===== src/rtl/ram_byte_reader_if.sv =====
// ----------------------------------------------------------------------------
// ram_byte_reader_if
//   Byte-stream handshake bundle produced by ram_byte_reader.
//   Signals:
//     m_data   [7:0]  stream byte
//     m_valid         m_data is valid
//     m_ready         sink accepts the byte when m_valid && m_ready
//     m_last          marks the final byte of a run
//   Modports:
//     master  drives m_data/m_valid/m_last, samples m_ready
//     slave   the opposite direction (byte sink)
// ----------------------------------------------------------------------------
interface ram_byte_reader_if;
  logic [7:0] m_data;
  logic       m_valid;
  logic       m_ready;
  logic       m_last;

  modport master (output m_data, output m_valid, output m_last, input m_ready);
  modport slave  (input m_data, input m_valid, input m_last, output m_ready);
endinterface


===== src/rtl/ram_byte_reader.sv =====
// ----------------------------------------------------------------------------
// ram_byte_reader
//   Read-side master for the byte-enable RAM. Fetches a run of words over the
//   RAM read port and unpacks them into a byte stream, starting at an
//   arbitrary byte lane of the base word. Lane 0 (bits 7:0) is emitted first.
//
//   Ports:
//     clk         clock, rising edge
//     rst_n       asynchronous reset, active-low
//     start       one-cycle request, sampled only when idle
//     base_addr   word address of the first byte
//     start_lane  lane of the first byte within the base word
//     len_bytes   number of bytes to stream (0 = empty run, just a done pulse)
//     ram_addr    RAM read address
//     ram_data    RAM registered read data
//     m           byte stream (ram_byte_reader_if.master)
//     busy        high whenever the FSM is not idle
//     done        one-cycle pulse when a run completes
//
//   Configuration macro:
//     RAM_OUT_REG_EN  RAM has an extra output register (2-cycle read); a
//                     WAIT_RD state is inserted between FETCH and CAPT.
// ----------------------------------------------------------------------------
module ram_byte_reader #(
  parameter int DATA_WIDTH = 16,
  parameter int ADDR_WIDTH = 8,
  parameter int LEN_WIDTH  = 9,
  localparam int NL        = DATA_WIDTH / 8,
  localparam int LANE_W    = (NL > 1) ? $clog2(NL) : 1
) (
  input  logic                  clk,
  input  logic                  rst_n,
  input  logic                  start,
  input  logic [ADDR_WIDTH-1:0] base_addr,
  input  logic [LANE_W-1:0]     start_lane,
  input  logic [LEN_WIDTH-1:0]  len_bytes,
  output logic [ADDR_WIDTH-1:0] ram_addr,
  input  logic [DATA_WIDTH-1:0] ram_data,
  ram_byte_reader_if.master     m,
  output logic                  busy,
  output logic                  done
);

  typedef enum logic [2:0] {
    IDLE,
    FETCH,
    WAIT_RD,
    CAPT,
    STREAM,
    DONE
  } state_t;

  localparam logic [LANE_W-1:0] LAST_LANE = LANE_W'(NL - 1);

  state_t                state;
  logic [LANE_W-1:0]     lane;
  logic [LEN_WIDTH-1:0]  remaining;
  logic [DATA_WIDTH-1:0] word_reg;

  logic [LANE_W-1:0]     lane_next;
  logic [7:0]            capt_byte;
  logic [7:0]            next_byte;

  always_comb begin
    lane_next = lane + LANE_W'(1);
    // First byte of a freshly fetched word comes straight off the RAM port,
    // so m_data is ready in the same cycle word_reg is loaded.
    capt_byte = ram_data[8*lane +: 8];
    next_byte = word_reg[8*lane_next +: 8];
  end

  always_ff @(posedge clk or negedge rst_n) begin
    if (!rst_n) begin
      // NOTE: every register here is state updated on the clock edge, so all
      // assignments are non-blocking; blocking ones would let later
      // statements see half-updated values and break simulation/synthesis
      // equivalence.
      state     <= IDLE;
      lane      <= '0;
      remaining <= '0;
      word_reg  <= '0;
      ram_addr  <= '0;
      m.m_data  <= '0;
      m.m_valid <= 1'b0;
      m.m_last  <= 1'b0;
      busy      <= 1'b0;
      done      <= 1'b0;
    end else begin
      unique case (state)
        IDLE: begin
          if (start) begin
            ram_addr  <= base_addr;
            lane      <= start_lane;
            remaining <= len_bytes;
            busy      <= 1'b1;
            if (len_bytes == '0) begin
              state <= DONE;
              done  <= 1'b1;
            end else begin
              state <= FETCH;
            end
          end
        end

        // ram_addr is held for this cycle so the RAM registers it.
        FETCH: begin
`ifdef RAM_OUT_REG_EN
          state <= WAIT_RD;
`else
          state <= CAPT;
`endif
        end

        // Second cycle of a read through the RAM output register.
        WAIT_RD: state <= CAPT;

        CAPT: begin
          word_reg  <= ram_data;
          m.m_data  <= capt_byte;
          m.m_valid <= 1'b1;
          m.m_last  <= (remaining == LEN_WIDTH'(1));
          state     <= STREAM;
        end

        // Outputs only move on a handshake, so m_data/m_last stay put while
        // the sink stalls and m_valid never drops without acceptance.
        STREAM: begin
          if (m.m_ready) begin
            remaining <= remaining - LEN_WIDTH'(1);
            if (remaining == LEN_WIDTH'(1)) begin
              m.m_valid <= 1'b0;
              m.m_last  <= 1'b0;
              done      <= 1'b1;
              state     <= DONE;
            end else if (lane == LAST_LANE) begin
              // Word exhausted: move to the next word; address wraps freely.
              lane      <= '0;
              ram_addr  <= ram_addr + ADDR_WIDTH'(1);
              m.m_valid <= 1'b0;
              m.m_last  <= 1'b0;
              state     <= FETCH;
            end else begin
              lane     <= lane_next;
              m.m_data <= next_byte;
              m.m_last <= (remaining == LEN_WIDTH'(2));
            end
          end
        end

        DONE: begin
          done  <= 1'b0;
          busy  <= 1'b0;
          state <= IDLE;
        end

        default: state <= IDLE;
      endcase
    end
  end

endmodule


===== src/flat_wrapper.sv =====
// flat-port wrapper written by rule: the top's interface ports become plain ports
module ram_byte_reader_flat 
#(
  parameter int DATA_WIDTH = 16,
  parameter int ADDR_WIDTH = 8,
  parameter int LEN_WIDTH  = 9,
  localparam int NL        = DATA_WIDTH / 8,
  localparam int LANE_W    = (NL > 1) ? $clog2(NL) : 1
)
  (clk, rst_n, start, base_addr, start_lane, len_bytes, ram_addr, ram_data, busy, done, m_m_data, m_m_valid, m_m_last, m_m_ready);
  ram_byte_reader_if m_i ();
  input  logic clk;
  input  logic rst_n;
  input  logic start;
  input  logic [ADDR_WIDTH-1:0] base_addr;
  input  logic [LANE_W-1:0] start_lane;
  input  logic [LEN_WIDTH-1:0] len_bytes;
  output logic [ADDR_WIDTH-1:0] ram_addr;
  input  logic [DATA_WIDTH-1:0] ram_data;
  output logic busy;
  output logic done;
  output wire logic [$bits(m_i.m_data)-1:0] m_m_data;
  output wire logic [$bits(m_i.m_valid)-1:0] m_m_valid;
  output wire logic [$bits(m_i.m_last)-1:0] m_m_last;
  input wire logic [$bits(m_i.m_ready)-1:0] m_m_ready;
  assign m_m_data = m_i.m_data;
  assign m_m_valid = m_i.m_valid;
  assign m_m_last = m_i.m_last;
  assign m_i.m_ready = m_m_ready;
  ram_byte_reader #(.DATA_WIDTH(DATA_WIDTH), .ADDR_WIDTH(ADDR_WIDTH), .LEN_WIDTH(LEN_WIDTH)) u_core (.clk(clk), .rst_n(rst_n), .start(start), .base_addr(base_addr), .start_lane(start_lane), .len_bytes(len_bytes), .ram_addr(ram_addr), .ram_data(ram_data), .m(m_i), .busy(busy), .done(done));
endmodule

===== config.mk =====
export PLATFORM = sky130hd
export DESIGN_NAME = ram_byte_reader_flat
export DESIGN_NICKNAME = d
export VERILOG_FILES = /design/src/rtl/ram_byte_reader_if.sv /design/src/rtl/ram_byte_reader.sv /design/src/flat_wrapper.sv
export SDC_FILE = /design/constraint.sdc
export NUM_CORES = 1
export LEC_CHECK = 0
export BUFFER_PORTS_ARGS = -buffer_cell sky130_fd_sc_hd__buf_2
export CAP_MARGIN = 20
export CORE_MARGIN = 4
export CORE_UTILIZATION = 50
export DETAILED_ROUTE_END_ITERATION = 16
export PLACE_DENSITY = 0.74
export SKIP_LAST_GASP = 1
export SLEW_MARGIN = 10
export SYNTH_ARGS = -nofsm -noshare
export SYNTH_HDL_FRONTEND = slang
export SYNTH_SLANG_ARGS = --single-unit
export TNS_END_PERCENT = 1

===== constraint.sdc =====
create_clock -name clk -period 4.35 [get_ports clk]
set_input_delay 0.6525 -clock clk [delete_from_list [all_inputs] [get_ports clk]]
set_output_delay 0.6525 -clock clk [all_outputs]
set_load 0.01 [all_outputs]

# Word level (Yosys, flattened, before mapping)
# Index checks and enable logic that the tools add are counted.
# totals
out_inout_bits	20
inputBits	38
register_bits	49
elab_cells	84
# classes
n_addsub	3
mux	38
shifts	2
n_reduce_logical	16
n_eq_ne	15
# ops
operator	n
8-bit 2-to-1 mux	7
8-bit one-hot mux with 2 select lines	2
16-bit by 5-bit variable part select with 8-bit output	2
9-bit 2-to-1 mux	2
9-bit one-hot mux with 2 select lines	1
1-bit 2-to-1 mux	15
3-bit 2-to-1 mux	5
3-bit one-hot mux with 4 select lines	1
5-bit AND reduction	2
9-bit by 1-bit == test with 1-bit output (second input constant)	1
9-bit by 2-bit == test with 1-bit output (second input constant)	1
9-bit zero test	1
3-bit AND reduction	3
9-bit by 1-bit subtractor with 9-bit output (second input constant)	1
8-bit by 1-bit adder with 8-bit output (second input constant)	1
2-bit inequality test (second input constant)	4
1-bit one-hot mux with 2 select lines	4
4-bit AND reduction	2
3-bit by 2-bit == test with 1-bit output (second input constant)	2
3-bit == test (second input constant)	2
2-bit by 1-bit inequality test with 1-bit output (second input constant)	3
2-bit nonzero test	3
2-bit AND reduction	2
3-bit by 1-bit == test with 1-bit output (second input constant)	1
other kinds (6)	6

# Longest topological paths before layout
# depth
ltp_word	6
ltp_mapped	7

# Worst setup path before layout
# OpenSTA, ideal clock, no wires.
# synth_timing
path_type	reg-to-reg
startpoint	register u_core.remaining[0]
endpoint	register u_core.ram_addr[1]
path_buffers	1
stages_incl_launch_ff	7
required_time_ps	4225
synth_period_minus_slack_ps	1776
setup_slack_ps	2574
setup_ps	125
arrival_time_ps	1651
path_cell_list	dfrtp_1 -> ha_1 -> nor4b_2 -> a21bo_2 -> buf_6 -> a21oi_4 -> mux2_4
# synth_via
elab_chain_cells	3
# synth_rtl
element	line	source
start: declaration	ram_byte_reader.sv:57	logic [LEN_WIDTH-1:0] remaining;
start signal: assignment	ram_byte_reader.sv:94	remaining <= len_bytes;
start signal: assignment	ram_byte_reader.sv:129	remaining <= remaining - LEN_WIDTH'(1);
9-bit by 1-bit == test with 1-bit output	ram_byte_reader.sv:130	if (remaining == LEN_WIDTH'(1)) begin
2-bit inequality test (no source line)	n/a	
5-bit AND reduction (no source line)	n/a	
end signal: assignment	ram_byte_reader.sv:92	ram_addr <= base_addr;
end signal: assignment	ram_byte_reader.sv:138	ram_addr <= ram_addr + ADDR_WIDTH'(1);
end: declaration	ram_byte_reader.sv:37	output logic [ADDR_WIDTH-1:0] ram_addr,
# No other way between the ends.
# A chain may end at the register's enable or synchronous reset.

# Worst setup path after layout
# layout_timing
startpoint	register u_core.state[1]
endpoint	register u_core.m.m_data[2]
# layout_via
elab_chain_cells	3
word_cells_on_any_way	8
classes_between	eq/ne: 5; mux: 1; reduce/logical: 2
# layout_rtl
element	line	source
start: declaration	ram_byte_reader.sv:55	state_t state;
start signal: assignment	ram_byte_reader.sv:78	state <= IDLE;
start signal: assignment	ram_byte_reader.sv:97	state <= DONE;
start signal: assignment	ram_byte_reader.sv:100	state <= FETCH;
3-bit == test / 3-bit by 2-bit == test with 1-bit output (equally long branches)	ram_byte_reader.sv:89	unique case (state)
2-bit inequality test (no source line) / 2-bit nonzero test (equally long branches)	n/a	
4-bit AND reduction (no source line)	n/a	
end signal: assignment	ram_byte_reader.sv:119	m.m_data <= capt_byte;
end signal: assignment	ram_byte_reader.sv:144	m.m_data <= next_byte;
end: declaration	ram_byte_reader_if.sv:19	modport master (output m_data, output m_valid, output m_last, input m_ready);
# Parallel ways exist; a longest one is shown, timed or not.

==> impl_metrics.ini <==
[synth]
ys.flop_type = dfrtp_1
synthCells = 244
synth.yosys.seq_area_share = 0.4395
yosysWarningCount = 0
synth-edff-count = 0
yosysTopAreaCell = dfrtp_1
ys_ff_latch = 49
avgSynthCellArea_um2 = 11.44
netlist.area_leader.share = 0.4395
syn_nets = 286
yosys-top-cells-area = dfrtp_1 (44%), mux2_2 (6.9%), mux4_2 (6.5%)
synthesis.area_mm2 = 0.002790
ys_types = 46
async_flop_share = 1.000

[power_and_ir_drop]
vdd_drop_max_mv = 0.3994
p_leak_nw = 1.370
p_comb_frac = 0.433
cellInternalPower_mw = 1.363
power_switching_uw = 836.6
finalPower_mw = 2.200
power.share.clock = 0.152
seqPwrFrac = 0.415
swShare = 0.3802
power.density_mw_per_mm2 = 687.9

[final_layout]
final_cells = 364
area_growth_pct = 14.62
diodes = 0
final_area_mm2 = 0.003198
nets = 335
drive_gt1_frac = 0.3810
largest_reg_flops = 16

[sta]
worst_pin_slew_ns = 0.9764
fin_crit_sh = 0.5601
setup_viol = 0
period_minus_slack_ns = 2.437
setup_tns_ns = 0
hold_viol = 0
slew_violations = 0
slew_headroom = 0.3471
max_freq_mhz = 410.4
clock_skew_ns = 0.01089
grt_setup_unrepaired = false

[run]
max_cap_violations = 0

[detailed_routing]
drtAntennaViolNets = 0
top_layer_used = met4
wirelength_um = 6039
wl_met3_um = 362
route.met2.wl_um = 2790
via_per_inst = 5.857
vias = 2132
drtIter0Drc = 43
wl_met1_um = 2807
first_pass_iters = 4
wl_per_cell_um = 16.59
drc_errors = 0

[placement]
dpl_cell_area_mm2 = 0.003065
dp_hpwl_um = 4244
io_buffers = 57
gp_congestion = 0.8535
dp_cells = 355

[worst_setup_path]
r2r-end = u_core.m.m_data[2]$_DFFE_PN0P_
cp_num_cells = 3
cp_max_fo = 20
crit_end = u_core.m.m_data[2]$_DFFE_PN0P_
cp-start-kind = flop
criticalPathCategory = flop to flop
cp_top_family = simple AND/OR/NAND/NOR gates
worstPathCellList = nand3b_1 -> a2bb2oi_4 -> mux2_4
critPathArrivalTime_ns = 2.63
required_ns = 4.55
cpMaxStageDelayCell = nand3b_1
rrSetupSlack_ns = 1.91
crit_buf_inv = 0
crit_start = u_core.state[1]$_DFFE_PN0P_
worstReg2RegStart = u_core.state[1]$_DFFE_PN0P_
end_kind = flop
ff2ff_path_depth = 3
slowest_delay_ns = 0.75

[outcome]
status = completed

[clock_tree]
cts_tree = built
cts_root_buffer = clkbuf_8
h-tree-depth = 2
clkTransAtPathRegs_ns = 0.09
cts_made_buffers = 5
clk_latency_ns = 0.31
cts.sinks = 49
post_cts_resized = 0
cts_hold_buffers = 0
post-cts-setup-buffers = 0
clockBufferDepth = 2

[floorplan]
core_region_area_mm2 = 0.005270
start_util = 0.5294
die_area_mm2 = 0.006839
io_pins = 58
rows = 26
die_w_um = 82.70
die_h_um = 82.70

[global_routing]
grt_pass1_vias = 2006
antenna_found_initial = 0
grtUsageTotal = 0.1894
grt_pass1_wl_um = 9811
grt_max_degree = 50
gr-total-overflow = 0

[worst_hold_path]
hold_class = primary input to asynchronous set/reset pin
==> power groups by stage <==
stage,Clock [mW],Combinational (mW),Sequential (mW)
2_1_floorplan,0,0.786,0.862
3_3_place_gp,0,0.937,0.910
3_5_place_dp,0,0.954,0.924
4_1_cts,0.343,0.959,0.914
5_1_grt,0.364,1.06,0.957
6_report,0.333,0.953,0.913
==> worst min-delay path by stage <==
stage	from	endpoint	slack [ns]	cells past startpoint
6_report	rst_n	u_core.word_reg[10]$_DFFE_PN0P_	0.22	1
5_1_grt	rst_n	u_core.word_reg[10]$_DFFE_PN0P_	0.22	1
4_1_cts	u_core.word_reg[15]$_DFFE_PN0P_	u_core.word_reg[15]$_DFFE_PN0P_	0.52	1
3_5_place_dp	u_core.word_reg[11]$_DFFE_PN0P_	u_core.word_reg[11]$_DFFE_PN0P_	0.49	1
3_3_place_gp	u_core.word_reg[8]$_DFFE_PN0P_	u_core.word_reg[8]$_DFFE_PN0P_	0.48	1
2_1_floorplan	rst_n	u_core.busy$_DFFE_PN0P_	0.36	0
==> cell usage after synthesis (2+ instances only) <==
cell        n
a22oi_1     4
buf_4       3
a41oi_1     2
o31ai_1     2
mux2_2     17
buf_2       9
and3_1      2
nand2_1    16
nor4_1      6
nor4b_2     2
inv_1       5
a31oi_1     3
nor2_1     14
o22ai_1     4
mux2_4      9
a211oi_1    7
dfrtp_1    49
o21ai_0    19
buf_6       3
nand4_1     2
o2bb2ai_1   5
a21oi_1    12
nand3_1     5
and2_1      2
clkbuf_1    3
a2bb2oi_1   9
ha_1        4
mux4_2      8
==> routing by layer <==
layer  up-vias  GRT usage
li1       1028          -
met3        10    0.03362
met1      1033     0.2675
met4         0    0.05719
met2        61     0.2973
met5         -          0
==> kinds of logic (layout without fill, tap and decap cells) <==
| group | after synthesis | in the layout | share of synthesized area |
|---|---|---|---|
| compound gates | 74 | 74 | 0.1879 |
| simple gates | 60 | 60 | 0.1260 |
| flops | 49 | 49 | 0.4395 |
| mux | 34 | 34 | 0.1816 |
| buf+inv | 23 | 73 | 0.04708 |
| fa+ha+maj | 4 | 4 | 0.01794 |
==> cells in the final DEF (no fill, tap or decap), types with 5 or more instances in the layout <==
cell type	netlist	layout
o21ai_0	19	19
nand3_1	5	5
mux2_2	17	17
mux2_4	9	9
inv_1	5	5
nand2_1	16	16
dfrtp_1	49	49
a211oi_1	7	7
a21oi_1	12	12
buf_2	9	57
nor4_1	6	6
a2bb2oi_1	9	9
mux4_2	8	8
clkbuf_8	0	5
nor2_1	14	14
o2bb2ai_1	5	5
==> stage by stage <==
step | setup WS, ns | util | hold WS, ns
floorplan | 2.574 | - | 0.3569
global placement | 1.963 | 0.5817 | 0.4823
detailed placement | 1.906 | 0.5817 | 0.4935
CTS | 1.914 | 0.6030 | 0.5159
global route | 1.755 | 0.6068 | 0.2193
finish | 1.913 | 0.6068 | 0.2204
==> cell type report <==
cell class                      instances  area (um2)
Inverter                                5       18.77
Timing Repair Buffer                   60       320.3
Multi-Input combinational cell        172        1433
Clock inverter                          3       43.79
Tap cell                               70       87.58
Sequential cell                        49        1226
Fill cell                             446        2072
Clock buffer                            5       68.82
Power figures use the tool's default switching activity.
